## config.mk

```make
export PLATFORM = sky130hd
export DESIGN_NAME = multicycle_controller
export DESIGN_NICKNAME = d
export VERILOG_FILES = /design/src/rtl/mips_pkg.sv /design/src/rtl/alu_decoder.sv /design/src/rtl/multicycle_controller.sv
export SDC_FILE = /design/constraint.sdc
export NUM_CORES = 1
export LEC_CHECK = 0
export ABC_AREA = 1
export CAP_MARGIN = 30
export CORE_ASPECT_RATIO = 0.9
export CORE_MARGIN = 3
export CORE_UTILIZATION = 38
export DETAILED_ROUTE_END_ITERATION = 8
export GPL_TIMING_DRIVEN = 0
export HOLD_SLACK_MARGIN = 0.15
export PLACE_DENSITY = 0.79
export RECOVER_POWER = 100
export SYNTH_ARGS = -nofsm -noshare
export SYNTH_HDL_FRONTEND = slang
export SYNTH_SLANG_ARGS = --single-unit
export TNS_END_PERCENT = 1
```

## constraint.sdc

```tcl
create_clock -name clk -period 3.2 [get_ports clk]
set_input_delay 0.8 -clock clk [delete_from_list [all_inputs] [get_ports clk]]
set_output_delay 0.8 -clock clk [all_outputs]
set_load 0.01 [all_outputs]
```

## src/rtl/mips_pkg.sv

```systemverilog
// Shared types and encodings for the multicycle MIPS controller: state enum,
// opcode/funct fields, alu_op codes and alu_control codes.
package mips_pkg;

  typedef enum logic [3:0] {
    S_FETCH    = 4'd0,
    S_DECODE   = 4'd1,
    S_MEMADR   = 4'd2,
    S_MEMRD    = 4'd3,
    S_MEMWB    = 4'd4,
    S_MEMWR    = 4'd5,
    S_EXECUTE  = 4'd6,
    S_ALUWB    = 4'd7,
    S_BRANCH   = 4'd8,
    S_ADDIEXEC = 4'd9,
    S_ADDIWB   = 4'd10,
    S_JUMP     = 4'd11
  } state_t;

  localparam logic [5:0] OP_RTYPE = 6'b000000;
  localparam logic [5:0] OP_J     = 6'b000010;
  localparam logic [5:0] OP_BEQ   = 6'b000100;
  localparam logic [5:0] OP_ADDI  = 6'b001000;
  localparam logic [5:0] OP_LW    = 6'b100011;
  localparam logic [5:0] OP_SW    = 6'b101011;

  localparam logic [5:0] FUNCT_ADD = 6'b100000;
  localparam logic [5:0] FUNCT_SUB = 6'b100010;
  localparam logic [5:0] FUNCT_AND = 6'b100100;
  localparam logic [5:0] FUNCT_OR  = 6'b100101;
  localparam logic [5:0] FUNCT_SLT = 6'b101010;

  localparam logic [1:0] ALU_OP_ADD   = 2'b00;
  localparam logic [1:0] ALU_OP_SUB   = 2'b01;
  localparam logic [1:0] ALU_OP_FUNCT = 2'b10;

  localparam logic [2:0] ALU_CTL_AND = 3'b000;
  localparam logic [2:0] ALU_CTL_OR  = 3'b001;
  localparam logic [2:0] ALU_CTL_ADD = 3'b010;
  localparam logic [2:0] ALU_CTL_SUB = 3'b110;
  localparam logic [2:0] ALU_CTL_SLT = 3'b111;

endpackage

```

## src/rtl/alu_decoder.sv

```systemverilog
// Purely combinational ALU control decode from the FSM's alu_op and the
// R-type funct field.
module alu_decoder
  import mips_pkg::*;
(
  input  logic [1:0] alu_op,
  input  logic [5:0] funct,
  output logic [2:0] alu_control
);

  always_comb begin
    alu_control = ALU_CTL_ADD;
    if (alu_op[1]) begin
      // Unknown funct codes fall back to add.
      case (funct)
        FUNCT_ADD: alu_control = ALU_CTL_ADD;
        FUNCT_SUB: alu_control = ALU_CTL_SUB;
        FUNCT_AND: alu_control = ALU_CTL_AND;
        FUNCT_OR:  alu_control = ALU_CTL_OR;
        FUNCT_SLT: alu_control = ALU_CTL_SLT;
        default:   alu_control = ALU_CTL_ADD;
      endcase
    end else if (alu_op[0]) begin
      alu_control = ALU_CTL_SUB;
    end
  end

endmodule

```

## src/rtl/multicycle_controller.sv

```systemverilog
// Moore control FSM for a multicycle MIPS datapath (lw/sw/R-type/beq/addi/j).
// Define MC_JUMP_EN to decode j into the JUMP state; otherwise j is a no-op.
module multicycle_controller
  import mips_pkg::*;
(
  input  logic       clk,
  input  logic       rst,
  input  logic [5:0] op,
  input  logic [5:0] funct,
  input  logic       zero_flag,
  input  logic       mem_ready,
  output logic       PCEn,
  output logic       IorD,
  output logic       MemWrite,
  output logic       IRWrite,
  output logic       RegDst,
  output logic       MemtoReg,
  output logic       RegWrite,
  output logic       ALUSrcA,
  output logic [1:0] ALUSrcB,
  output logic [1:0] PCSrc,
  output logic [2:0] alu_control,
  output logic [3:0] state
);

  // Memory handshake: a memory state holds its address/strobe outputs every
  // cycle and leaves only on a cycle where mem_ready=1 (data valid or write
  // accepted); there is no separate request/valid from this side.

  state_t     state_q;
  state_t     state_d;
  logic [1:0] alu_op;
  logic [2:0] alu_dec;
  logic       unencoded;

  always_ff @(posedge clk) begin
    if (rst) state_q <= S_FETCH;
    else     state_q <= state_d;
  end

  always_comb begin
    state_d   = S_FETCH;
    PCEn      = 1'b0;
    IorD      = 1'b0;
    MemWrite  = 1'b0;
    IRWrite   = 1'b0;
    RegDst    = 1'b0;
    MemtoReg  = 1'b0;
    RegWrite  = 1'b0;
    ALUSrcA   = 1'b0;
    ALUSrcB   = 2'b00;
    PCSrc     = 2'b00;
    alu_op    = ALU_OP_ADD;
    unencoded = 1'b0;
    case (state_q)
      S_FETCH: begin
        ALUSrcB = 2'b01;
        IRWrite = mem_ready;
        PCEn    = mem_ready;
        state_d = mem_ready ? S_DECODE : S_FETCH;
      end
      S_DECODE: begin
        ALUSrcB = 2'b11;
        case (op)
          OP_LW, OP_SW: state_d = S_MEMADR;
          OP_RTYPE:     state_d = S_EXECUTE;
          OP_BEQ:       state_d = S_BRANCH;
          OP_ADDI:      state_d = S_ADDIEXEC;
`ifdef MC_JUMP_EN
          OP_J:         state_d = S_JUMP;
`endif
          default:      state_d = S_FETCH;
        endcase
      end
      S_MEMADR: begin
        ALUSrcA = 1'b1;
        ALUSrcB = 2'b10;
        state_d = (op == OP_LW) ? S_MEMRD : S_MEMWR;
      end
      S_MEMRD: begin
        IorD    = 1'b1;
        state_d = mem_ready ? S_MEMWB : S_MEMRD;
      end
      S_MEMWB: begin
        MemtoReg = 1'b1;
        RegWrite = 1'b1;
      end
      S_MEMWR: begin
        IorD     = 1'b1;
        MemWrite = 1'b1;
        state_d  = mem_ready ? S_FETCH : S_MEMWR;
      end
      S_EXECUTE: begin
        ALUSrcA = 1'b1;
        alu_op  = ALU_OP_FUNCT;
        state_d = S_ALUWB;
      end
      S_ALUWB: begin
        RegDst   = 1'b1;
        RegWrite = 1'b1;
      end
      S_BRANCH: begin
        ALUSrcA = 1'b1;
        alu_op  = ALU_OP_SUB;
        PCSrc   = 2'b01;
        PCEn    = zero_flag;
      end
      S_ADDIEXEC: begin
        ALUSrcA = 1'b1;
        ALUSrcB = 2'b10;
        state_d = S_ADDIWB;
      end
      S_ADDIWB: begin
        RegWrite = 1'b1;
      end
`ifdef MC_JUMP_EN
      S_JUMP: begin
        PCSrc = 2'b10;
        PCEn  = 1'b1;
      end
`endif
      default: begin
        unencoded = 1'b1;
      end
    endcase
  end

  alu_decoder u_alu_decoder (
    .alu_op      (alu_op),
    .funct       (funct),
    .alu_control (alu_dec)
  );

  // Unencoded states must present an all-zero output word, including ALU control.
  assign alu_control = unencoded ? 3'b000 : alu_dec;
  assign state       = state_q;

endmodule

```

==> impl_results.md <==
* Final ANT Viol Nets at 0
* Max FFs per register at 4
* Die footprint at 0.00195 mm²
* Critical path capture point: PCEn
* Post-synthesis cell count at 118
* Worst r2r dst: state[0]
* Critical Path AT at 2.25 ns
* Total grt overflow at 0
* Skew final at 0.00254 ns
* Ys Warns at 0
* Final count of hold timing violations at 0
* CTS Buf Count at 3
* Area of placed instances at 901 µm²
* Design area at 916 µm²
* Pin count of the biggest net entering global routing at 9
* Remaining DRCs at 0
* DPL Wire Length at 1370 µm
* Leakage at 0.498 nW
* Post-synthesis sequential area ratio at 14.5%
* Fmax at 328 MHz
* Setup WS pre-CTS at 0.0432 ns
* Busiest grt layer: met2
* Die X-Extent at 46.2 µm
* Vias/cell at 4.79
* GR Util met1 at 24.0%
* Hold_buf cts at 0
* Port Buf Inserts at 33
* RSZ-0062 raised after global routing: no
* Total Wirelength at 1730 µm
* Antenna Cells at 0
* Initial antenna violation count at 0
* Vias in the first global route at 745
* Worst ir drop on vdd at 0.119 mV
* GRT Overall Usage at 19.1%
* Maxcap violations at 0
* CTS tree: built
* Pwr/cell area at 191 mW/mm²
* Startpoint Class: primary input
* Fin Setup TNS at 0 ns
* Critical path depth at 4
* Buf/Inv on CP at 2
* Core area at 0.00129 mm²
* Hold WC Path Type: flip-flop to flip-flop
* Crit path from: mem_ready
* R2R setup slack at 2.03 ns
* Crit-path max cell delay at 0.62 ns
* Initial drt markers at 17
* R2R cell count at 7
* CTS Buffer Depth at 2
* Met2 Use GR at 30.5%
* Global-route wire length before repair at 2810 µm
* Design Power at 175 µW
* CP required at 2.40 ns
* Crit-path slowest cell: dlygate4sd3_1
* Reg clk slew, reported paths at 0.04 ns
* Skew-Pair Late Insertion Delay at 0.24 ns
* 1st-pass router iterations at 4
* Mapped cell area at 553 µm²
* Setup-failing EPs final at 0
* Initial Utilization at 42.8%
* Sink Count at 4
* Final worst slack at 0.151 ns
* Net Count, Synth at 134
* Area Overhead vs Synth at 65.6%
* GR Layer Usage met3 at 1.29%
* Status: finished clean
* FP Rows at 12
* Post-route core utilization at 70.9%
* # IOs at 35
* H-Tree Depth at 1
* Netlist cell types at 14
* Final period util at 95.3%
* Root buffer selected by CTS: clkbuf_4
* Minimum clock period at 3.05 ns
* Syn avg cell area at 4.69 µm²
* Die height at 42.2 µm
* Gpl congestion at 0.929
* Via count at 805
* Wire per inst at 10.3 µm
* Share of cells above drive strength 1 at 3.90%
* Crit Reg-Reg Startpoint: state[3]
* Worst setup EP type: primary output
* FF+latch count, synth at 4
* Cell-by-cell trace of the critical path: dlygate4sd3_1 > nand3_1 > nand2_1 > dlygate4sd3_1
* CP Class: primary input to primary output
* Cell family with the largest share of critical-path delay: buffers and inverters
* Most used cell, CP: dlygate4sd3_1
* Nets at 172
* Slew Limit Fails at 0
* CP Max Fanout at 4
## placed cells by master, fill, tap and decap left out, drive strengths merged
| cell | n |
|---|---|
| o22ai | 2 |
| and2 | 1 |
| dfxtp | 4 |
| xor2 | 1 |
| clkdlybuf4s50 | 12 |
| inv | 21 |
| buf | 1 |
| nand3 | 11 |
| nor2 | 39 |
| a21oi | 6 |
| dlymetal6s2s | 1 |
| o21ai | 4 |
| nand2 | 27 |
| clkbuf | 5 |
| conb | 1 |
| dlygate4sd3 | 18 |
## worst min-delay path: stages, from the launching register on
cell and delay, ns:
dfxtp_1 0.38, nor2_1 0.08, nand2_1 0.12, a21oi_1 0.08
## power by group
part | total (mW) | leakage [nW] | internal [mW] | switching, mW
registers | 0.0526 | 0.0325 | 0.0511 | 0.00153
logic | 0.0568 | 0.451 | 0.0299 | 0.0269
clock network | 0.0656 | 0.0138 | 0.0422 | 0.0235
total | 0.175 | 0.498 | 0.123 | 0.0519
## cells by family after synthesis
| group | after synthesis | synth area share, % |
|---|---|---|
| other cells | 1 | 0.678 |
| simple gates | 78 | 56.3 |
| buf+inv | 22 | 15.6 |
| xor+xnor | 1 | 1.58 |
| compound gates | 12 | 11.3 |
| flops | 4 | 14.5 |
## through the flow
step / hold slack [ns] / cells
floorplan: 0.652 / 118
detailed placement: 0.711 / 165
global placement: 0.708 / 165
CTS: 0.715 / 168
finish: 0.725 / 168
global route: 0.785 / 168
## cells in the mapped netlist, drive strengths merged
| cell type | instances | area, µm² |
|---|---|---|
| buf | 1 | 7.51 |
| and2 | 1 | 6.26 |
| o22ai | 2 | 12.5 |
| dfxtp | 4 | 80.1 |
| inv | 21 | 78.8 |
| conb | 1 | 3.75 |
| a21oi | 6 | 30.0 |
| xor2 | 1 | 8.76 |
| nand3 | 11 | 55.1 |
| nor2 | 39 | 149 |
| nand2 | 27 | 101 |
| o21ai | 4 | 20.0 |
## routing by layer
layer  vias to the layer above  part of all wire (%)
li1                        431                     -
met1                       331                    46
met2                        39                    44
met3                         4                   8.3
met4                         0                   2.0
met5                         -                     0
## final cells by class
class | instances | area (µm²)
clock buffers | 3 | 22.5
flip-flops and latches | 4 | 80.1
plain buffers | 1 | 7.51
fillers | 130 | 375
multi-input cells | 92 | 389
well taps | 14 | 17.5
repair buffers | 33 | 320
inverters | 21 | 78.8
## worst min path at each step
stage	startpoint	to	slack (ns)	depth (start not counted)
6_report	state[2]	state[3]	0.72	3
3_3_place_gp	state[0]	state[3]	0.71	4
4_1_cts	state[2]	state[3]	0.72	3
3_5_place_dp	state[2]	state[3]	0.71	3
2_1_floorplan	state[0]	state[3]	0.65	4
5_1_grt	state[0]	state[3]	0.78	4
## what timing repair did
action | in CTS | in global routing
buffers inserted | 0 | 0
gates resized for setup | 0 | 4
endpoints found under the setup margin | 0 | 3
Power figures use the tool's default switching activity.
